<file path="src/rtl/keypad_pkg.sv">
// Shared types and constants for the 4x4 keypad scanner.
// Key codes are row-major: code = row*4 + col.
package keypad_pkg;

  localparam int unsigned SETTLE_CYCLES  = 4;
  localparam int unsigned DEBOUNCE_SCANS = 8;
  localparam int unsigned N_ROWS         = 4;
  localparam int unsigned N_COLS         = 4;
  localparam int unsigned N_KEYS         = N_ROWS * N_COLS;
  localparam int unsigned SETTLE_W       = (SETTLE_CYCLES > 1) ? $clog2(SETTLE_CYCLES) : 1;
  localparam int unsigned CNT_W          = 4;
  localparam int unsigned CODE_W         = 4;

  localparam logic [CODE_W-1:0] KEY_CELL0   = 4'd0;
  localparam logic [CODE_W-1:0] KEY_CELL1   = 4'd1;
  localparam logic [CODE_W-1:0] KEY_CELL2   = 4'd2;
  localparam logic [CODE_W-1:0] KEY_CELL3   = 4'd3;
  localparam logic [CODE_W-1:0] KEY_CELL4   = 4'd4;
  localparam logic [CODE_W-1:0] KEY_CELL5   = 4'd5;
  localparam logic [CODE_W-1:0] KEY_CELL6   = 4'd6;
  localparam logic [CODE_W-1:0] KEY_CELL7   = 4'd7;
  localparam logic [CODE_W-1:0] KEY_CELL8   = 4'd8;
  localparam logic [CODE_W-1:0] KEY_RESTART = 4'd15;

  typedef enum logic [1:0] {
    IDLE    = 2'd0,
    CONFIRM = 2'd1,
    HELD    = 2'd2,
    RELEASE = 2'd3
  } state_t;

  typedef enum logic [1:0] {
    SCAN_NONE   = 2'd0,
    SCAN_SINGLE = 2'd1,
    SCAN_MULTI  = 2'd2
  } scan_class_t;

  typedef struct packed {
    scan_class_t         cls;
    logic [CODE_W-1:0]   code;
  } scan_result_t;

  // Snapshot bit 4*col+row maps to code 4*row+col, so the code is the index with its halves swapped.
  function automatic scan_result_t classify(input logic [N_KEYS-1:0] snap);
    scan_result_t res;
    logic [4:0]   hits;
    logic [3:0]   bit_idx;
    hits = '0;
    res  = '{cls: SCAN_NONE, code: 4'd0};
    for (int b = 0; b < N_KEYS; b++) begin
      bit_idx = 4'(b);
      if (snap[b]) begin
        res.code = {bit_idx[1:0], bit_idx[3:2]};
        hits     = hits + 5'd1;
      end
    end
    if (hits == 5'd0)      res.cls = SCAN_NONE;
    else if (hits == 5'd1) res.cls = SCAN_SINGLE;
    else                   res.cls = SCAN_MULTI;
    return res;
  endfunction

endpackage

</file>
<file path="src/rtl/keypad_scanner_sync2.sv">
// Double-flop synchronizer for the asynchronous keypad row inputs.
module sync2 #(
  parameter int unsigned WIDTH = 4
) (
  input  logic             clk,
  input  logic             rst_n,
  input  logic [WIDTH-1:0] i_d,
  output logic [WIDTH-1:0] o_q
);

  logic [WIDTH-1:0] r_meta;
  logic [WIDTH-1:0] r_sync;

  always_ff @(posedge clk or negedge rst_n) begin
    if (!rst_n) begin
      r_meta <= '0;
      r_sync <= '0;
    end else begin
      r_meta <= i_d;
      r_sync <= r_meta;
    end
  end

  assign o_q = r_sync;

endmodule

</file>
<file path="src/rtl/keypad_scanner.sv">
// 4x4 active-low keypad scanner: column drive, row snapshot, debounce FSM.
// Emits one key code pulse per accepted press; multi-key scans never create or end a press.
module keypad_scanner
  import keypad_pkg::*;
(
  input  logic                clk_10000Hz,
  input  logic                reset,
  input  logic [N_ROWS-1:0]   key_row,
  output logic [N_COLS-1:0]   key_col,
  output logic [CODE_W-1:0]   key_code,
  output logic                key_valid,
  output logic                key_held
);

  logic [N_ROWS-1:0]   w_row_sync;
  logic                w_last_settle;

  logic [SETTLE_W-1:0] r_settle;
  logic [1:0]          r_col_idx;
  logic [N_COLS-1:0]   r_key_col;
  logic [N_KEYS-1:0]   r_snap;
  logic                r_scan_done;
  logic                r_res_vld;
  scan_result_t        r_res;

  state_t              r_state;
  logic [CNT_W-1:0]    r_cnt;
  logic [CODE_W-1:0]   r_cand;
  logic [CODE_W-1:0]   r_key_code;
  logic                r_key_valid;
  logic                r_key_held;

  sync2 #(.WIDTH(N_ROWS)) u_sync (
    .clk   (clk_10000Hz),
    .rst_n (reset),
    .i_d   (key_row),
    .o_q   (w_row_sync)
  );

  assign w_last_settle = (r_settle == SETTLE_W'(SETTLE_CYCLES - 1));

  // Free-running column scan; rows of column j land in snapshot bits [4j+3:4j].
  always_ff @(posedge clk_10000Hz or negedge reset) begin
    if (!reset) begin
      r_settle    <= '0;
      r_col_idx   <= '0;
      r_key_col   <= 4'b1110;
      r_snap      <= '0;
      r_scan_done <= 1'b0;
    end else begin
      r_scan_done <= w_last_settle && (r_col_idx == 2'd3);
      if (w_last_settle) begin
        r_settle                       <= '0;
        r_col_idx                      <= r_col_idx + 2'd1;
        r_key_col                      <= {r_key_col[2:0], r_key_col[3]};
        r_snap[{r_col_idx, 2'b00} +: 4] <= ~w_row_sync;
      end else begin
        r_settle <= r_settle + SETTLE_W'(1);
      end
    end
  end

  // Classification is registered once per scan to keep the popcount off the FSM path.
  always_ff @(posedge clk_10000Hz or negedge reset) begin
    if (!reset) begin
      r_res_vld <= 1'b0;
      r_res     <= '0;
    end else begin
      r_res_vld <= r_scan_done;
      if (r_scan_done) r_res <= classify(r_snap);
    end
  end

  always_ff @(posedge clk_10000Hz or negedge reset) begin
    if (!reset) begin
      r_state     <= IDLE;
      r_cnt       <= '0;
      r_cand      <= '0;
      r_key_code  <= '0;
      r_key_valid <= 1'b0;
      r_key_held  <= 1'b0;
    end else begin
      r_key_valid <= 1'b0;
      if (r_res_vld) begin
        case (r_state)
          IDLE: begin
            if (r_res.cls == SCAN_SINGLE) begin
              r_cand  <= r_res.code;
              r_cnt   <= CNT_W'(1);
              r_state <= CONFIRM;
            end
          end
          CONFIRM: begin
            if ((r_res.cls == SCAN_SINGLE) && (r_res.code == r_cand)) begin
              if (r_cnt >= CNT_W'(DEBOUNCE_SCANS - 1)) begin
                r_cnt       <= CNT_W'(DEBOUNCE_SCANS);
                r_key_code  <= r_cand;
                r_key_valid <= 1'b1;
                r_key_held  <= 1'b1;
                r_state     <= HELD;
              end else begin
                r_cnt <= r_cnt + CNT_W'(1);
              end
            end else begin
              r_cnt   <= '0;
              r_state <= IDLE;
            end
          end
          HELD: begin
            if (r_res.cls == SCAN_NONE) begin
              r_cnt   <= CNT_W'(1);
              r_state <= RELEASE;
            end
          end
          RELEASE: begin
            if (r_res.cls == SCAN_NONE) begin
              if (r_cnt >= CNT_W'(DEBOUNCE_SCANS - 1)) begin
                r_cnt      <= CNT_W'(DEBOUNCE_SCANS);
                r_key_held <= 1'b0;
                r_state    <= IDLE;
              end else begin
                r_cnt <= r_cnt + CNT_W'(1);
              end
            end else begin
              r_cnt   <= '0;
              r_state <= HELD;
            end
          end
          default: r_state <= IDLE;
        endcase
      end
    end
  end

  assign key_col   = r_key_col;
  assign key_code  = r_key_code;
  assign key_valid = r_key_valid;
  assign key_held  = r_key_held;

endmodule

</file>
<file path="config.mk">
export PLATFORM = sky130hd
export DESIGN_NAME = keypad_scanner
export DESIGN_NICKNAME = d
export VERILOG_FILES = /design/src/rtl/keypad_pkg.sv /design/src/rtl/keypad_scanner_sync2.sv /design/src/rtl/keypad_scanner.sv
export SDC_FILE = /design/constraint.sdc
export NUM_CORES = 1
export LEC_CHECK = 0
export BUFFER_PORTS_ARGS = -buffer_cell sky130_fd_sc_hd__buf_2
export CAP_MARGIN = 10
export CORE_MARGIN = 4
export CORE_UTILIZATION = 40
export DETAILED_ROUTE_END_ITERATION = 7
export PLACE_DENSITY_LB_ADDON = 0.1
export SYNTH_ARGS = -nofsm -noshare
export SYNTH_HDL_FRONTEND = slang
export SYNTH_SLANG_ARGS = --single-unit
</file>
<file path="constraint.sdc">
create_clock -name clk_10000Hz -period 12.12 [get_ports clk_10000Hz]
set_input_delay 2.424 -clock clk_10000Hz [delete_from_list [all_inputs] [get_ports clk_10000Hz]]
set_output_delay 2.424 -clock clk_10000Hz [all_outputs]
set_load 0.01 [all_outputs]
</file>
==> results.toml <==
[global_routing]
grt_max_degree = 57
antenna_found_initial = 0
grt_pass1_wl_mm = 12.9
grt_pass1_vias = 2718
grt_util_all_layers_pct = 13.5
globalRoute.totalOverflow = 0

[layout]
diodes = 0
drive_gt1_share_pct = 13.6
area_growth_pct = 6.61
nNetsFinal = 453
final_cells = 555

[drt]
vias = 2835
wirelength_mm = 7.30
drc = 0
drt-wirelength-per-cell_um = 13.1
drtIter0Drc = 107
postRouteAntennaNets = 0
dr.pass1.iters = 4
viasPerCell = 5.11

[yosys]
synthesis.area_um2 = 3880
synthCells = 420
syn_area_per_cell_um2 = 9.24
ys_warn_count = 0
yosysSeqAreaShare_pct = 36.2
synth_edf_count = 0
synthArstFlopShare_pct = 100
ys.flop_type = "dfrtp_1"
ys_ff_latch = 56
syn_nets = 448
ys_types = 58

[timing]
setup_viol_count_final = 0
slew-limit-headroom_pct = 41.3
hold_ws_ps = 359
layout_min_cycle_time_ps = 9520
rsz0062_at_grt = "no"
fmax_mhz = 105
worst_pin_slew_ps = 868
slew_viol_final = 0
tns_ps = 0
final_hold_viol_count = 0
finalCritPeriodShare_pct = 78.5
fin_skew_ps = 12.6

[worst_setup_path]
start_kind = "flip-flop"
crit_arrival_ps = 9720
worstPathMaxFanout = 6
critPathKind = "reg2reg"
crit_top_cell = "ha_1"
cpPeakStageDelay_ps = 410
critPathSlowestCell = "dfrtp_1"
path_buf_inv = 2
crit_required_ps = 12320
crit_family = "adder cells"
cp-end-kind = "flip-flop"

[clocking]
clk_latency_ps = 300
cts_tree = "built"
cts.path.max_buffers = 2
cts_max_level = 2
path_clk_slew_ps = 100
cts-resized-gates = 0
cts_root_buffer = "clkbuf_8"
clkSinkCount = 56
cts_inserted_buffers = 5
cts-hold-fix-buffers = 0
post_cts_buffers = 0

[floorplanning]
coreArea_um2 = 9330
io_pins = 16
die_w_um = 107
rows = 35
die_h_um = 107
dieArea_um2 = 11300
initial_core_util_pct = 41.6

[hold_path]
holdCritPathClass = "reg2reg"

[run_status]
outcome = "completed"

[power]
ir_worst_vdd_mv = 0.0829
p_leak_uw = 0.00187
cellPowerDensity_nw_per_um2 = 174

[placed_design]
placedCellCount = 547
gp_congestion = 0.776
port_buffers = 15
dp_hpwl_mm = 5.57

[job]
cap_viol_max_count = 0
-- placed cells by master (no fill, tap or decap), drive strengths merged, types with 5 or more instances in the layout --
cell,Yosys,routed
nand2,65,65
dfrtp,53,53
nor2,40,40
xnor2,23,23
ha,22,22
a21oi,21,21
xor2,20,20
inv,17,18
o21ai,16,16
buf,5,16
mux2,13,13
nor3,11,11
o41ai,9,9
xnor3,6,6
mux2i,6,6
o211ai,6,6
nor2b,5,5
o31ai,5,5
nand3,5,5
clkbuf,13,5
-- report_power, final --
part | total, uW | internal (uW) | switching [uW]
logic | 411 | 181 | 231
registers | 206 | 194 | 12.3
clock network | 102 | 41.2 | 60.8
-- cells by family (layout without fill, tap and decap cells) --
kind of cell / count (synthesis) / in the layout / share of synthesized area [%]
mux: 19 / 19 / 5.32
flops: 56 / 56 / 36.2
fa+ha+maj: 22 / 22 / 7.09
compound gates: 80 / 80 / 13.9
buf+inv: 35 / 41 / 3.71
xor+xnor: 50 / 50 / 14.8
simple gates: 158 / 158 / 19.0
-- sequential cells by signal, indices dropped and copies added (netlist names) --
signal,cells
key_col,4
r_col_idx,2
r_state,2
r_cand,4
key_code,4
r_scan_done,1
r_res_vld,1
key_held,1
key_valid,1
r_settle,2
r_snap,16
u_sync.r_meta,4
r_res,6
u_sync.o_q,4
r_cnt,4
-- layout make-up --
class                           instances  area (um2)
Tap cell                              129         161
Timing Repair Buffer                   16        82.6
Multi-Input combinational cell        329        2330
Sequential cell                        56        1410
Clock buffer                            5        68.8
Clock inverter                          3        21.3
Fill cell                             919        5190
Inverter                               17        66.3
-- routing by layer --
layer / up-vias / global-route usage (%) / routed length, um
met5: - / 0 / 0
met2: 28 / 21.0 / 3170
met4: 0 / 2.74 / 52
li1: 1481 / - / -
met3: 4 / 1.46 / 93
met1: 1322 / 20.3 / 3980
-- through the flow --
step	setup WS [ps]	util, %	area, um2	total power, uW
2_1_floorplan	3360	-	3880	550
3_3_place_gp	2840	43.4	4050	613
3_5_place_dp	2650	43.4	4050	620
4_1_cts	2620	44.4	4140	726
5_1_grt	1830	44.4	4140	787
6_report	2600	44.4	4140	720
-- final timing paths --
check                            startpoint            end  slack [ps]  cells past startpoint
min reg2reg                u_sync.r_meta[3]  u_sync.o_q[3]         360                      0
max                               r_snap[1]       r_res[5]        2600                     46
min in group asynchronous             reset     r_snap[12]        2240                      2
min                        u_sync.r_meta[3]  u_sync.o_q[3]         360                      0
max in group asynchronous             reset      r_snap[4]        9430                      2
max reg2reg                       r_snap[1]       r_res[5]        2600                     46
-- synth_stat cells (6+ instances only) --
library cell  instances  share of area, %
inv_1                16               1.5
a21oi_1              21               2.7
xnor3_1               6               3.5
nor3_1               11               1.4
mux2_2               13               3.8
nand2_1              65               6.3
xnor2_1              21               4.7
ha_1                 22               7.1
mux2i_1               6               1.5
nor2_1               40               3.9
xor2_1               17               3.8
dfrtp_1              53                34
clkbuf_1             13               1.3
o41ai_1               9               2.0
o21ai_0              16               2.1
Note: power is estimated with default switching activity, not from simulation.
